$ cat src/rtl/instruction_fetch.sv
// instruction_fetch: program counter, single-outstanding imem request FSM and a
// small circular queue of fetched {PC, instruction} pairs.
// Optional macro IFETCH_PERF_CNT_EN adds saturating pop/redirect counters.
module instruction_fetch #(
    parameter logic [31:0] RESET_PC = 32'h0000_0000,
    parameter int unsigned DEPTH    = 2
) (
    input  logic        clk,
    input  logic        rst_n,
    output logic        imem_req,
    output logic [31:0] imem_addr,
    input  logic        imem_gnt,
    input  logic        imem_rvalid,
    input  logic [31:0] imem_rdata,
    input  logic        stall,
    input  logic        redirect,
    input  logic [31:0] redirect_pc,
    output logic [31:0] Instruction_Code,
    output logic [31:0] PC,
    output logic        valid
`ifdef IFETCH_PERF_CNT_EN
    ,
    output logic [31:0] pcnt_fetch,
    output logic [31:0] pcnt_squash
`endif
);

    localparam int unsigned AW = (DEPTH > 1) ? $clog2(DEPTH) : 1;
    localparam int unsigned CW = $clog2(DEPTH + 1);

    typedef enum logic [1:0] {
        S_REQ     = 2'd0,
        S_WAIT    = 2'd1,
        S_DISCARD = 2'd2
    } state_t;

    state_t          state_q, state_d;
    logic [31:0]     fetch_pc_q;
    logic [31:0]     req_addr_q;
    logic [31:0]     q_pc    [DEPTH];
    logic [31:0]     q_instr [DEPTH];
    logic [AW-1:0]   rd_ptr_q, wr_ptr_q;
    logic [CW-1:0]   count_q;
    logic            issue, push, pop;

    assign valid     = (count_q != '0);
    assign imem_req  = (state_q == S_REQ) && (count_q < CW'(DEPTH)) && !redirect;
    assign imem_addr = fetch_pc_q;
    assign issue     = imem_req && imem_gnt;
    // A response that coincides with a redirect belongs to the squashed path.
    assign push      = (state_q == S_WAIT) && imem_rvalid && !redirect;
    assign pop       = valid && !stall && !redirect;

    assign Instruction_Code = valid ? q_instr[rd_ptr_q] : 32'd0;
    assign PC               = valid ? q_pc[rd_ptr_q]    : 32'd0;

    // Fetch FSM state register.
    always_ff @(posedge clk or negedge rst_n) begin
        if (!rst_n) state_q <= S_REQ;
        else        state_q <= state_d;
    end

    // Fetch FSM next state; a redirect mid-WAIT must still swallow its response.
    always_comb begin
        state_d = state_q;
        case (state_q)
            S_REQ:     if (issue) state_d = S_WAIT;
            S_WAIT: begin
                if (imem_rvalid)   state_d = S_REQ;
                else if (redirect) state_d = S_DISCARD;
            end
            S_DISCARD: if (imem_rvalid) state_d = S_REQ;
            default:   state_d = S_REQ;
        endcase
    end

    // Fetch PC and the address of the request currently in flight.
    always_ff @(posedge clk or negedge rst_n) begin
        if (!rst_n) begin
            fetch_pc_q <= RESET_PC;
            req_addr_q <= RESET_PC;
        end else begin
            if (redirect)   fetch_pc_q <= redirect_pc;
            else if (issue) fetch_pc_q <= fetch_pc_q + 32'd4;
            if (issue)      req_addr_q <= fetch_pc_q;
        end
    end

    // Queue pointers and occupancy; redirect empties the queue.
    always_ff @(posedge clk or negedge rst_n) begin
        if (!rst_n) begin
            rd_ptr_q <= '0;
            wr_ptr_q <= '0;
            count_q  <= '0;
        end else if (redirect) begin
            rd_ptr_q <= '0;
            wr_ptr_q <= '0;
            count_q  <= '0;
        end else begin
            if (push) wr_ptr_q <= wr_ptr_q + AW'(1);
            if (pop)  rd_ptr_q <= rd_ptr_q + AW'(1);
            if (push && !pop)      count_q <= count_q + CW'(1);
            else if (pop && !push) count_q <= count_q - CW'(1);
        end
    end

    // Queue storage; contents are masked by valid so no reset is needed.
    always_ff @(posedge clk) begin
        if (push) begin
            q_pc[wr_ptr_q]    <= req_addr_q;
            q_instr[wr_ptr_q] <= imem_rdata;
        end
    end

`ifdef IFETCH_PERF_CNT_EN
    logic [31:0] pcnt_fetch_q, pcnt_squash_q;

    // Saturating delivered-instruction and redirect counters.
    always_ff @(posedge clk or negedge rst_n) begin
        if (!rst_n) begin
            pcnt_fetch_q  <= '0;
            pcnt_squash_q <= '0;
        end else begin
            if (pop && (pcnt_fetch_q != 32'hFFFF_FFFF))
                pcnt_fetch_q <= pcnt_fetch_q + 32'd1;
            if (redirect && (pcnt_squash_q != 32'hFFFF_FFFF))
                pcnt_squash_q <= pcnt_squash_q + 32'd1;
        end
    end

    assign pcnt_fetch  = pcnt_fetch_q;
    assign pcnt_squash = pcnt_squash_q;
`endif

endmodule

$ cat config.mk
export PLATFORM = sky130hd
export DESIGN_NAME = instruction_fetch
export DESIGN_NICKNAME = d
export VERILOG_FILES = /design/src/rtl/instruction_fetch.sv
export SDC_FILE = /design/constraint.sdc
export NUM_CORES = 1
export LEC_CHECK = 0
export BUFFER_PORTS_ARGS = -buffer_cell sky130_fd_sc_hd__buf_2
export CAP_MARGIN = 40
export CORE_ASPECT_RATIO = 1.2
export CORE_MARGIN = 5
export CORE_UTILIZATION = 48
export CTS_BUF_LIST = sky130_fd_sc_hd__clkbuf_4 sky130_fd_sc_hd__clkbuf_8
export CTS_CLUSTER_SIZE = 8
export DETAILED_ROUTE_END_ITERATION = 16
export GPL_TIMING_DRIVEN = 0
export PLACE_DENSITY = 0.82
export SLEW_MARGIN = 20
export SYNTH_ARGS = -nofsm -noshare
export SYNTH_HDL_FRONTEND = slang
export SYNTH_SLANG_ARGS = --single-unit
$ cat constraint.sdc
create_clock -name clk -period 7.4 [get_ports clk]
set_input_delay 0.74 -clock clk [delete_from_list [all_inputs] [get_ports clk]]
set_output_delay 0.74 -clock clk [all_outputs]
set_load 0.005 [all_outputs]
=== Word-level counts from Yosys, hierarchy flattened ===
Memory sizes are Yosys's and may differ from the RTL's.
Cells that the tools add are included.

* Flip-flop bits (word level): 70
* Bits in latches: 0
* RAM bits: 128
* Bits in read-only memories: 0
* Output and inout bits: 98
* Word-level logic and storage cells: 57
* Memories kept: 2

{| class="wikitable"
|+ Memory list
! memory !! depth !! bits a word !! rd ports !! clocked after memory_dff !! write ports !! line !! RTL
|-
| q_instr || 2 || 32 || 1 || 0 || 1 || 41 || <nowiki>logic [31:0] q_instr [DEPTH];</nowiki>
|-
| q_pc || 2 || 32 || 1 || 0 || 1 || 40 || <nowiki>logic [31:0] q_pc [DEPTH];</nowiki>
|}

* Add/subtract/negate cells: 5
* Multiply operators: 0
* Div/mod/pow operators: 0
* $lt $le $gt $ge: 1
* Equality and inequality tests: 5
* Shift operators: 0
* Mux-type cells: 18
* Bitwise gates (word level): 0
* Reduce and logical (&&, ||, !) cells: 20

{| class="wikitable"
|+ Operator list
! kind !! number
|-
| $mux W32 || 4
|-
| $add A32 B3 Y32 const B || 1
|-
| $mux W2 || 7
|-
| $logic_and A1 B1 Y1 || 9
|-
| $reduce_bool A2 Y1 || 4
|-
| $mux W1 || 6
|-
| $pmux W2 S3 || 1
|-
| $logic_not A1 Y1 || 4
|-
| $ne A2 B2 Y1 const B || 2
|-
| $ne A3 B3 Y1 const B || 1
|-
| $reduce_and A3 Y1 || 1
|-
| $reduce_bool A3 Y1 || 1
|-
| $add A1 B1 Y1 const B || 2
|-
| $add A2 B1 Y2 const B || 1
|-
| $eq A2 B1 Y1 const B || 1
|-
| $eq A2 B2 Y1 const B || 1
|-
| $logic_not A2 Y1 || 1
|-
| $lt A2 B2 Y1 const B || 1
|-
| $sub A2 B1 Y2 const B || 1
|}

=== Longest topological paths before layout ===
* Depth in word-level cells: 8
* Mapped depth: 7

=== Worst setup path before layout ===
Ideal clock, no wire load.

* Kind: in2reg
* Start point: input redirect
* End point: memory q_instr[1][0] (enable)
* Data arrival time: 5.799 ns
* Data required time: 6.822 ns
* Path slack: 1.023 ns
* Cell stages on the path: 3
* Path buffers: 2
* Cell sequence: buf_4 > clkbuf_1 > nor3b_1

* Cells in the longest elaborated chain, start to end: 4

{| class="wikitable"
|+ Ends and longest elaborated chain
! what !! line !! RTL
|-
| from (decl) || 16 || <nowiki>input logic redirect,</nowiki>
|-
| $logic_not A1 Y1 || 51 || <nowiki>assign push = (state_q == S_WAIT) && imem_rvalid && !redirect;</nowiki>
|-
| $logic_and A1 B1 Y1 || 51 ||
|-
| $mux W1 || 109 || <nowiki>if (push) begin</nowiki>
|-
| $mux W1 (not written as such) || 111 || <nowiki>q_instr[wr_ptr_q] <= imem_rdata;</nowiki>
|-
| to (decl) || 41 ||
|}

No other way between the ends.

=== Worst setup path in the final report ===
* Start point: register count_q[1]
* End point: output PC[1]

* Cells in the longest elaborated chain, start to end: 2

{| class="wikitable"
|+ Ends and longest elaborated chain
! what !! line !! RTL
|-
| from (decl) || 43 || <nowiki>logic [CW-1:0] count_q;</nowiki>
|-
| from (signal assigned) || 102 || <nowiki>if (push && !pop) count_q <= count_q + CW'(1);</nowiki>
|-
| from (signal assigned) || 103 || <nowiki>else if (pop && !push) count_q <= count_q - CW'(1);</nowiki>
|-
| $reduce_bool A2 Y1 || 46 || <nowiki>assign valid = (count_q != '0);</nowiki>
|-
| $mux W32 || 55 || <nowiki>assign PC = valid ? q_pc[rd_ptr_q] : 32'd0;</nowiki>
|-
| to (decl) || 19 || <nowiki>output logic [31:0] PC,</nowiki>
|}

No other way between the ends.

==> results.json <==
{
  "ys_seq_elements": 198,
  "hp-class": "in2async",
  "die_width_um": 129.7,
  "grt_pass1_vias": 5673,
  "cts_buffers": 17,
  "regArea_sq_mm": 0.005595,
  "drc_errors": 0,
  "initial_core_util": 0.4878,
  "clock.fmax_ghz": 0.3138,
  "track_usage": 0.1974,
  "wirelength_um": 19430,
  "finClkSkew_ns": 0.01373,
  "critPathKind": "reg2out",
  "rsz0062_at_grt": "false",
  "root_buffer": "clkbuf_8",
  "ant_nets": 0,
  "stdcell_count": 1085,
  "num_io_pins": 168,
  "gr-total-overflow": 0,
  "place.gp.congestion": 0.8523,
  "finalHoldViolCount": 0,
  "h-tree-depth": 4,
  "cts_resized": 0,
  "clk_latency_ns": 0.46,
  "tightest_slew_ns": 0.7602,
  "dp_cells": 1053,
  "wl_per_cell_um": 17.91,
  "die_area_sq_mm": 0.01992,
  "fillers": 1383,
  "layout_common_cells": "buf_2 (177), edfxtp_1 (128), nand2_1 (124), nor2_1 (86), dfrtp_1 (70)",
  "ys_types": 50,
  "dr.pass1.iters": 6,
  "synthTopCellsByArea": "edfxtp_1 (47%), dfrtp_1 (21%), mux2i_1 (7.9%)",
  "worstPathRequired_ns": 6.66,
  "fin_crit_ns": 3.187,
  "syn_area_sq_mm": 0.008252,
  "die_h_um": 153.6,
  "ctsHoldBuffers": 0,
  "antenna_found_initial": 0,
  "cts_setup_buffers": 0,
  "finalNetCount": 927,
  "maxCapViolations": 0,
  "cts_tree": "yes",
  "status": "finished clean",
  "rows": 52,
  "ir_drop_v": 0.00009144,
  "critPathMaxFanout": 10,
  "fin_area_sq_mm": 0.009922,
  "grt_max_degree": 53,
  "vias_per_cell": 5.336,
  "hpwl_um": 14340,
  "area_growth_pct": 20.24,
  "synth_cells": 653,
  "synth_nets": 724,
  "grt_first_pass_wirelength_um": 30510,
  "avgSynthCellArea_sq_um": 12.64,
  "cp.arrival_ns": 2.45,
  "ys_seq_area_frac": 0.6781,
  "hold_ws_ns": 0.1589,
  "ys_dominant_reg_cell": "edfxtp_1",
  "yosys_warnings": 0,
  "synth_edf_count": 128,
  "cp-start-kind": "flip-flop",
  "drive_gt1_frac": 0.2831,
  "period_share": 0.4306,
  "synth.top_cell.area_share": 0.4658,
  "synth.largest_area_cell": "edfxtp_1",
  "finalSetupViolCount": 0,
  "num_vias": 5790,
  "dpl_cell_area_sq_mm": 0.009540,
  "clockBufferDepth": 2,
  "finalPower_mw": 2.245,
  "synthArstFlopShare": 0.3535,
  "end_kind": "output pin",
  "io_buffers": 167,
  "multi_input_comb_area_sq_mm": 0.002499,
  "drv_slew": 0,
  "diodes": 0,
  "clkSinkCount": 198,
  "mostFrequentLayoutCell": "buf_2",
  "powerDensity_mw_per_mm2": 226.3,
  "clk_pin_slew_worst_paths_ns": 0.09,
  "leakage_nw": 4.159,
  "drt-initial-drc-count": 497,
  "core_sq_mm": 0.01692,
  "slew_headroom": 0.4932
}
## routing by layer
| metal | wire length [um] | track usage | vias up |
|---|---|---|---|
| li1 | - | - | 2761 |
| met2 | 10000 | 0.3305 | 221 |
| met4 | 380 | 0.06782 | 0 |
| met1 | 7941 | 0.2573 | 2780 |
| met5 | 0 | 0 | - |
| met3 | 1104 | 0.03817 | 28 |
## cells in the mapped netlist, types with 5 or more instances
cell type / instances
dfrtp_1: 70
nand2_1: 124
and3_1: 9
and4_1: 5
buf_2: 11
edfxtp_1: 128
a221o_1: 6
a21oi_1: 7
a22oi_1: 9
and2_1: 5
o21ai_0: 21
clkbuf_1: 18
nor2_1: 86
nand3_1: 12
mux2i_1: 65
nand4_1: 8
## flip-flops by register name, summed over array words and instances, names as in the netlist
| register | flops |
|---|---|
| q_instr | 64 |
| wr_ptr_q | 1 |
| rd_ptr_q | 1 |
| req_addr_q | 32 |
| state_q | 2 |
| imem_addr | 32 |
| q_pc | 64 |
| count_q | 2 |
## through the flow
| stage | util | setup WS [ns] | TNS (ns) |
|---|---|---|---|
| after detailed placement | 0.5640 | 4.328 | 0 |
| final | 0.5865 | 4.213 | 0 |
| after global routing | 0.5865 | 4.023 | 0 |
| after floorplan | - | 1.023 | 0 |
| after global placement | 0.5532 | -1.915 | -214.32 |
| after CTS | 0.5865 | 4.126 | 0 |
## final timing paths
kind                                       startpoint                        end  slack (ns)  cells past startpoint
hold / removal                                  rst_n  req_addr_q[0]$_DFFE_PN0P_        0.16                      1
setup / recovery               count_q[1]$_DFFE_PN0P_                      PC[1]        4.21                      5
min in group clk                          imem_rvalid     state_q[1]$_DFFE_PN0P_        0.46                      2
hold reg to reg            req_addr_q[11]$_DFFE_PN0P_      q_pc[1][11]$_DFFE_PP_        0.48                      0
setup reg to reg               state_q[1]$_DFFE_PN0P_    q_instr[1][8]$_DFFE_PP_        4.99                      7
max in group asynchronous                       rst_n  req_addr_q[4]$_DFFE_PN0P_        6.69                      2
## worst max-delay path, stage by stage, from the launching register on
cell,delay [ns]
dfrtp_1,0.46
nor2_1,0.25
clkbuf_1,0.56
buf_1,0.43
nor2_1,0.14
buf_2,0.15
## cell families (layout without fill, tap and decap cells)
family	count (synthesis)	count (layout)	synth area share
AND/OR/NAND/NOR	277	277	0.1571
flip-flops	198	198	0.6781
multiplexers	67	67	0.08158
AO/OA/AOI/OAI	66	66	0.05398
buffers and inverters	37	253	0.02032
XOR/XNOR	7	7	0.007430
adder cells (fa/ha/maj)	1	1	0.001516
## power breakdown
group / leakage, nW / internal [mW] / switching, mW
Sequential: 2.03 / 1.27 / 0.0757
Clock: 0.205 / 0.298 / 0.362
Combinational: 1.92 / 0.0996 / 0.135
## final cells by class
type | instances | area share
multi-input cells | 418 | 0.2518
plain buffers | 33 | 0.01538
clock buffers | 21 | 0.02850
flip-flops and latches | 198 | 0.5639
inverters | 4 | 0.001513
well taps | 216 | 0.02724
repair buffers | 184 | 0.1016
clock inverters | 11 | 0.009962
(Power assumes the default switching activity.)
